<file path="config.mk">
export PLATFORM = sky130hd
export DESIGN_NAME = bitwise_logic_unit
export DESIGN_NICKNAME = d
export VERILOG_FILES = /design/src/rtl/alu_pkg.sv /design/src/rtl/bitwise_logic_core.sv /design/src/rtl/bitwise_logic_unit.sv
export SDC_FILE = /design/constraint.sdc
export NUM_CORES = 1
export LEC_CHECK = 0
export CORE_AREA = 3 3 167 88
export CTS_CLUSTER_DIAMETER = 80
export DETAILED_ROUTE_END_ITERATION = 10
export DIE_AREA = 0 0 170 91
export PLACE_DENSITY_LB_ADDON = 0.2
export SYNTH_ARGS = -nofsm -noshare
export SYNTH_HDL_FRONTEND = slang
export SYNTH_HIERARCHICAL = 1
export SYNTH_SLANG_ARGS = --single-unit
</file>
<file path="constraint.sdc">
create_clock -name clock -period 4.59 [get_ports clock]
set_input_delay 0.918 -clock clock [delete_from_list [all_inputs] [get_ports clock]]
set_output_delay 0.918 -clock clock [all_outputs]
set_load 0.01 [all_outputs]
</file>
<file path="src/rtl/alu_pkg.sv">
// Shared ALU definitions: logic-op encoding and the logic-unit handshake states.
package alu_pkg;

    // Width of the op select field; the encoding below needs exactly 2 bits.
    localparam int LOGIC_OP_W = 2;

    typedef enum logic [LOGIC_OP_W-1:0] {
        LOGIC_AND = 2'b00,
        LOGIC_OR  = 2'b01,
        LOGIC_XOR = 2'b10,
        LOGIC_NOR = 2'b11
    } logic_op_t;

    // Occupancy of the main (M) and skid (S) registers.
    typedef enum logic [1:0] {
        BLU_EMPTY = 2'b00,  // M empty, S empty
        BLU_ONE   = 2'b01,  // M full,  S empty
        BLU_TWO   = 2'b10   // M full,  S full
    } blu_state_t;

endpackage : alu_pkg

</file>
<file path="src/rtl/bitwise_logic_core.sv">
// Combinational WIDTH-bit logic core: AND / OR / XOR / NOR, bit-sliced so
// every result bit depends only on the same bit of each operand.
module bitwise_logic_core
    import alu_pkg::*;
#(
    parameter int WIDTH = 32
) (
    input  logic [WIDTH-1:0] a,
    input  logic [WIDTH-1:0] b,
    input  logic_op_t        op,
    output logic [WIDTH-1:0] y
);

    // One slice per bit; NOR is the complement of OR within the slice, so
    // the full-width result is ~(a|b) with no stray upper bits.
    for (genvar i = 0; i < WIDTH; i++) begin : g_bit
        assign y[i] = (op == LOGIC_AND) ? (a[i] & b[i]) :
                      (op == LOGIC_OR)  ? (a[i] | b[i]) :
                      (op == LOGIC_XOR) ? (a[i] ^ b[i]) :
                                          ~(a[i] | b[i]);
    end

endmodule : bitwise_logic_core

</file>
<file path="src/rtl/bitwise_logic_unit.sv">
// Registered logic unit with valid/ready on both sides and a 2-entry skid
// buffer (M drives the output, S catches one extra result). in_ready comes
// straight from a flop so no combinational ready path crosses this stage.
module bitwise_logic_unit
    import alu_pkg::*;
#(
    parameter int WIDTH = 32,
    parameter int OP_W  = LOGIC_OP_W
) (
    input  logic             clock,
    input  logic             reset,
    input  logic             in_valid,
    output logic             in_ready,
    input  logic [WIDTH-1:0] input_a,
    input  logic [WIDTH-1:0] input_b,
    input  logic [OP_W-1:0]  op,
    output logic             out_valid,
    input  logic             out_ready,
    output logic [WIDTH-1:0] out,
    output logic             out_zero
);

    blu_state_t       state, state_nxt;
    logic [WIDTH-1:0] y;
    logic [WIDTH-1:0] m_data, s_data;
    logic             m_zero;
    logic             in_ready_q;
    logic             acc, prd;
    logic             load_m, load_s, move_s;

    bitwise_logic_core #(.WIDTH(WIDTH)) u_core (
        .a  (input_a),
        .b  (input_b),
        .op (logic_op_t'(op)),
        .y  (y)
    );

    assign acc       = in_valid && in_ready_q;
    assign out_valid = (state != BLU_EMPTY);
    assign prd       = out_valid && out_ready;
    assign in_ready  = in_ready_q;
    assign out       = m_data;
    assign out_zero  = m_zero;

    // Next occupancy and which register loads on this edge.
    always_comb begin
        state_nxt = state;
        load_m    = 1'b0;
        load_s    = 1'b0;
        move_s    = 1'b0;
        unique case (state)
            BLU_EMPTY: begin
                if (acc) begin
                    state_nxt = BLU_ONE;
                    load_m    = 1'b1;
                end
            end
            BLU_ONE: begin
                if (acc && prd) begin
                    load_m    = 1'b1;
                end else if (acc) begin
                    state_nxt = BLU_TWO;
                    load_s    = 1'b1;
                end else if (prd) begin
                    state_nxt = BLU_EMPTY;
                end
            end
            BLU_TWO: begin
                // in_ready is low here, so only a produce can happen.
                if (prd) begin
                    state_nxt = BLU_ONE;
                    move_s    = 1'b1;
                end
            end
            default: state_nxt = BLU_EMPTY;
        endcase
    end

    // State register and the registered ready (low exactly while S is full).
    always_ff @(posedge clock or posedge reset) begin
        if (reset) begin
            state      <= BLU_EMPTY;
            in_ready_q <= 1'b1;
        end else begin
            state      <= state_nxt;
            in_ready_q <= (state_nxt != BLU_TWO);
        end
    end

    // Data registers; they only load on an accept or a skid drain, so
    // operand X while in_valid=0 never reaches M or S. The zero flag is
    // registered alongside M so it reads 0 out of reset even though out=0.
    always_ff @(posedge clock or posedge reset) begin
        if (reset) begin
            m_data <= '0;
            m_zero <= 1'b0;
            s_data <= '0;
        end else begin
            if (load_m) begin
                m_data <= y;
                m_zero <= ~|y;
            end else if (move_s) begin
                m_data <= s_data;
                m_zero <= ~|s_data;
            end
            if (load_s) begin
                s_data <= y;
            end
        end
    end

endmodule : bitwise_logic_unit

</file>
==> flow_metrics.tcl, run 1 <==
set metrics [dict create \
    holdPathEnd "out[22]" \
    ys_top_cells_by_area "dfrtp_1 32%, ha_1 23%, mux4_2 13%, inv_1 7.0%, mux2_2 6.4%" \
    worstPathArrival_ns 3.65 \
    critPathLaunch "op[1]" \
    routabilityCongestion 0.758 \
    holdCritStartpoint "out[22]" \
    h-tree-depth 3 \
    critical-path-top-delay-family "simple AND/OR/NAND/NOR gates" \
    reg2reg_slack_ns 2.44 \
    critPathKind "in2reg" \
    layout.nets 748 \
    worst_pin_slew_ns 0.892 \
    syn_avg_cell_area_sq_um 10.9 \
    synth-seq-cells 68 \
    reg2reg_to "out[20]" \
    wire_per_inst_um 15.6 \
    hold_depth 2 \
    vias 3801 \
    drive_gt1_share_pct 15.8 \
    ir_drop_mv 0.205 \
    clk_latency_ns 0.33 \
    finalHoldViolations 0 \
    fin_tns_setup_ns 0 \
    antenna_left 0 \
    yosysWarnings 6 \
    path_cells "buf_2 -> buf_4 -> mux4_1 -> nor4_1 -> and4_1 -> a32o_1 -> a41o_1" \
    clockBufferDepth 2 \
    grt_overflow 0 \
    track_usage_pct 15.9 \
    hpwl_um 9090 \
    drtPass1Iterations 4 \
    drc_errors 0 \
    vias_per_cell 4.98 \
    crit_buf_inv 2 \
    cts_tree "done" \
    cpMaxStageDelayCell "mux4_1" \
    placed_area_sq_um 6400 \
    period_minus_slack_ns 3.38 \
    finalInstanceArea_sq_um 6730 \
    yosysSeqAreaShare_pct 32.4 \
    yosysUniqueCellTypes 31 \
    cts-resized-gates 0 \
    crit_path_end_kind "flop" \
    grt_pass1_vias 3840 \
    syn_inst 481 \
    leakage_nw 3.31 \
    diodes 0 \
    reg2reg_depth 5 \
    skew_ns 0.00652 \
    relSlewSlack_pct 40.5 \
    rsz0062_at_grt "no" \
    maxSlewViolCount 0 \
    nFillCells 1241 \
    floorplan.rows 30 \
    clockRootBuffer "clkbuf_16" \
    power_per_cell_area_nw_per_um2 436 \
    required_ns 4.86 \
    io_pins 105 \
    status "complete, no violations" \
    synth_top_area_cell "dfrtp_1" \
    grt_pass1_wl_um 19600 \
    core_area_sq_um 13400 \
    io_buffers 104 \
    numCtsBuffers 9 \
    cts.reportedPaths.clkPinSlew_ns 0.06 \
    grt_max_degree 41 \
    initial_core_util_pct 39.3 \
    yosys.area.top_type_share_pct 31.9 \
    die_y_um 91 \
    finalCritPeriodShare_pct 73.5 \
    clock-sinks 68 \
    antenna_found_initial 0 \
    critPathMaxFanout 20 \
    die-area_sq_um 15500 \
    syn2layout_area_growth_pct 28.1 \
    max_stage_delay_ns 0.67 \
    cts_setup_buffers 0 \
    routed_wirelength_um 11900 \
    synth_nets 647 \
    hold_buffers 0 \
    fmax_mhz 296 \
    initialDrtViolationCount 173 \
    drv_cap 0 \
    start_kind "primary input" \
    die_w_um 170 \
    hold_path_class "reg2reg" \
    setup_viol 0 \
    worstReg2RegStart "in_ready" \
    syn_area_sq_um 5250 \
]
final cells by class:
class / count / area, sq um / area share [%]
Clock inverter: 7 / 98.8 / 1.47
Tap cell: 176 / 220 / 3.27
Sequential cell: 68 / 1700 / 25.3
Timing Repair Buffer: 112 / 1090 / 16.2
Multi-Input combinational cell: 293 / 3020 / 44.9
Inverter: 98 / 368 / 5.47
Clock buffer: 9 / 225 / 3.35
worst max-delay path by stage:
stage	endpoint	cells after the start
after detailed placement	out_zero	7
after global placement	out_zero	7
after global routing	out_zero	7
after CTS	out_zero	7
after floorplan	out[0]	1
final	out_zero	7
metrics by stage:
step	worst slack (ns)	hold slack (ns)	std cells	util (%)	total power, W
after floorplan	1.96	0.478	481	-	0.00165
after global placement	0.877	0.461	747	47.9	0.00218
after detailed placement	0.889	0.463	747	47.9	0.00221
after CTS	1.23	0.476	763	50.3	0.00297
after global routing	1.06	0.507	763	50.3	0.00313
final	1.21	0.473	763	50.3	0.00293
worst min-delay path: stages (launching register included):
cell and delay (ns):
dfrtp_1 0.34, nand2_1 0.05, nand2_1 0.05
cells in the mapped netlist:
master and n:
inv_1 98, ha_1 96, dfrtp_1 67, nand2_1 66
a22oi_1 32, mux4_2 31, mux2_2 30, nor4_1 16
buf_2 9, clkbuf_1 5, buf_6 4, a21oi_1 2
and3b_1 2, and4_1 2, buf_12 2, buf_4 2
mux2_1 2, or2_2 2, a21oi_2 1, a31oi_1 1
a32o_1 1, a41o_1 1, and2_1 1, dfstp_2 1
mux2i_1 1, mux4_1 1, nand2b_1 1, nand4_1 1
nor2_1 1, nor3_2 1, o22ai_1 1
layer usage:
metal | vias up | share of wire [%] | GRT usage (%)
li1 | 1826 | - | -
met1 | 1869 | 48 | 22.7
met2 | 101 | 46 | 25.2
met3 | 5 | 5.2 | 3.48
met4 | 0 | 0.55 | 2.83
met5 | - | 0 | 0
registers in the layout, indices dropped and copies added (netlist names):
register and cells:
in_ready 1, out 32, out_zero 1, s_data 32
state 2
cells by family (layout without fill, tap and decap cells):
| logic type | Yosys count | after routing | share of synthesized area, % |
|---|---|---|---|
| AND/OR/NAND/NOR | 93 | 93 | 8.15 |
| adder cells (fa/ha/maj) | 96 | 96 | 22.9 |
| buffers and inverters | 120 | 226 | 10.1 |
| multiplexers | 65 | 65 | 20.9 |
| flip-flops | 68 | 68 | 32.4 |
| AO/OA/AOI/OAI | 39 | 39 | 5.55 |
report_power, final:
| part | internal [W] | switching (W) |
|---|---|---|
| combinational | 0.000604 | 0.000480 |
| sequential | 0.000891 | 0.000211 |
| clock | 0.000478 | 0.000268 |
cell usage in the layout, fill, tap and decap left out, types with 9 or more instances in the layout:
| cell | synthesis | routed |
|---|---|---|
| clkdlybuf4s50_1 | 0 | 102 |
| inv_1 | 98 | 97 |
| ha_1 | 96 | 96 |
| dfrtp_1 | 67 | 67 |
| nand2_1 | 66 | 66 |
| a22oi_1 | 32 | 32 |
| mux4_2 | 31 | 31 |
| mux2_2 | 30 | 30 |
| nor4_1 | 16 | 16 |
| clkbuf_16 | 0 | 9 |
No activity file was read; power rests on OpenSTA's default activity.
==> run 2: changes to the inputs <==
==> constraint.sdc (replaced) <==
create_clock -name clock -period 3 [get_ports clock]
set_input_delay 0.6 -clock clock [delete_from_list [all_inputs] [get_ports clock]]
set_output_delay 0.6 -clock clock [all_outputs]
set_load 0.01 [all_outputs]
==> run 2 against run 1 <==
  * Setup slack worse by 0.89 ns
  * First-iteration DRC count down 24%
  * Critical path depth up 1
  * Count of clock-buffer cells in the layout up 4
  * Register-to-register slack worse by 1.2 ns
  * Non-clock buffer count up 5
  * Via count down 0.92%
==> flow_metrics.tcl, run 2 (synthesis results as in run 1) <==
set metrics [dict create \
    status "complete, no violations" \
    vias_per_cell 4.90 \
    finalCritPeriodShare_pct 89.3 \
    cts.reportedPaths.clkPinSlew_ns 0.06 \
    h-tree-depth 3 \
    holdWs_ns 0.473 \
    hold_path_class "reg2reg" \
    relSlewSlack_pct 60.3 \
    routabilityCongestion 0.767 \
    hold_depth 2 \
    antenna_found_initial 0 \
    worst_pin_slew_ns 0.595 \
    place_ws_ns -0.0412 \
    critical-path-top-delay-family "simple AND/OR/NAND/NOR gates" \
    path_cells "clkdlybuf4s50_1 -> inv_1 -> ha_1 -> mux4_1 -> nor4_1 -> and4_1 -> a32o_1 -> a41o_1" \
    clk_latency_ns 0.33 \
    worstPathArrival_ns 2.95 \
    cts_setup_buffers 0 \
    finalWorstSetupSlack_ns 0.321 \
    finalHoldViolations 0 \
    diodes 0 \
    grt_max_degree 44 \
    cpMaxStageDelayCell "mux4_1" \
    io_pins 105 \
    wire_per_inst_um 14.8 \
    holdCritStartpoint "out[17]" \
    drv_cap 0 \
    clockRootBuffer "clkbuf_16" \
    cts_tree "done" \
    die-area_sq_um 15500 \
    initialDrtViolationCount 131 \
    drive_gt1_share_pct 16.4 \
    reg2reg_depth 4 \
    power_per_cell_area_nw_per_um2 643 \
    final_cell_mix "102 x clkdlybuf4s50_1, 97 x inv_1, 96 x ha_1, 67 x dfrtp_1, 66 x nand2_1" \
    required_ns 3.27 \
    routed_wirelength_um 11300 \
    syn2layout_area_growth_pct 28.9 \
    grt_overflow 0 \
    numCtsBuffers 9 \
    core_area_sq_um 13400 \
    hpwl_um 8700 \
    floorplan.rows 30 \
    vias 3766 \
    holdPathEnd "out[17]" \
    worstReg2RegStart "in_ready" \
    track_usage_pct 15.5 \
    grt_pass1_vias 3919 \
    die_y_um 91 \
    critPathKind "in2reg" \
    grt_pass1_wl_um 19400 \
    initial_core_util_pct 39.3 \
    skew_ns 0.00893 \
    setup_viol 0 \
    rsz0062_at_grt "no" \
    fmax_mhz 373 \
    leakage_nw 3.33 \
    ir_drop_mv 0.334 \
    crit_path_end_kind "flop" \
    layout_commonest_cell "clkdlybuf4s50_1" \
    reg2reg_slack_ns 1.27 \
    nFillCells 1224 \
    maxSlewViolCount 0 \
    io_buffers 104 \
    crit_buf_inv 2 \
    max_stage_delay_ns 0.56 \
    antenna_left 0 \
    clock-sinks 68 \
    hold_buffers 0 \
    finalPower_w 0.00435 \
    clockBufferDepth 2 \
    drc_errors 0 \
    drtPass1Iterations 4 \
    start_kind "primary input" \
    cts-resized-gates 0 \
    layout.nets 753 \
    period_minus_slack_ns 2.68 \
    reg2reg_to "s_data[24]" \
    critPathMaxFanout 3 \
    die_w_um 170 \
]
==> run 2: per-stage QoR <==
step                util (%)  instance area (sq um)  TNS, ns  instances
floorplan                  -                   5250        0        481
global placement        48.5                   6480        0        752
detailed placement      48.5                   6480  -0.0412        752
CTS                     50.7                   6770        0        768
global route            50.7                   6770        0        768
finish                  50.7                   6770        0        768
==> run 2: cell type report <==
| cell class | instances | area [sq um] | share of cell area [%] |
|---|---|---|---|
| multi-input combinational | 293 | 3020 | 44.6 |
| inverter | 98 | 368 | 5.43 |
| sequential | 68 | 1700 | 25.2 |
| clock buffer | 13 | 270 | 3.99 |
| clock inverter | 3 | 20.0 | 0.296 |
| tap | 176 | 220 | 3.25 |
| timing repair buffer | 117 | 1170 | 17.2 |
==> run 2: worst max-delay path by stage <==
stage,from,to,cells after the start
3_5_place_dp,input_a[6],out_zero,8
6_report,input_a[8],out_zero,8
4_1_cts,input_a[6],out_zero,8
2_1_floorplan,reset,out[0],1
3_3_place_gp,input_a[6],out_zero,8
5_1_grt,input_a[6],out_zero,8
==> run 2: worst register-to-register path: stages (launching register included) <==
cell     delay (ns)
dfstp_2        0.56
nand2_1        0.09
nor3_4         0.15
buf_4          0.41
mux2_2         0.41
==> run 2: layer usage <==
metal	vias up	wire, um	GRT usage [%]
met5	-	0	0
met4	0	131	3.85
met3	10	511	3.22
met2	85	5170	25.1
met1	1833	5520	21.5
li1	1838	-	-
==> run 2: power by group <==
group | switching (W) | internal (W) | total [W]
Combinational | 0.000724 | 0.000944 | 0.00167
Sequential | 0.000309 | 0.00136 | 0.00167
Clock | 0.000382 | 0.000625 | 0.00101
Total | 0.00142 | 0.00293 | 0.00435
==> run 3: changes to the inputs <==
--- a/config.mk
+++ b/config.mk
@@ -9,6 +9,7 @@
 export CTS_CLUSTER_DIAMETER = 80
 export DETAILED_ROUTE_END_ITERATION = 10
 export DIE_AREA = 0 0 170 91
+export GPL_TIMING_DRIVEN = 1
 export PLACE_DENSITY_LB_ADDON = 0.2
 export SYNTH_ARGS = -nofsm -noshare
 export SYNTH_HDL_FRONTEND = slang
==> results of run 3 <==
Same layout as run 2: the final DEF is identical, and so are final timing and power.
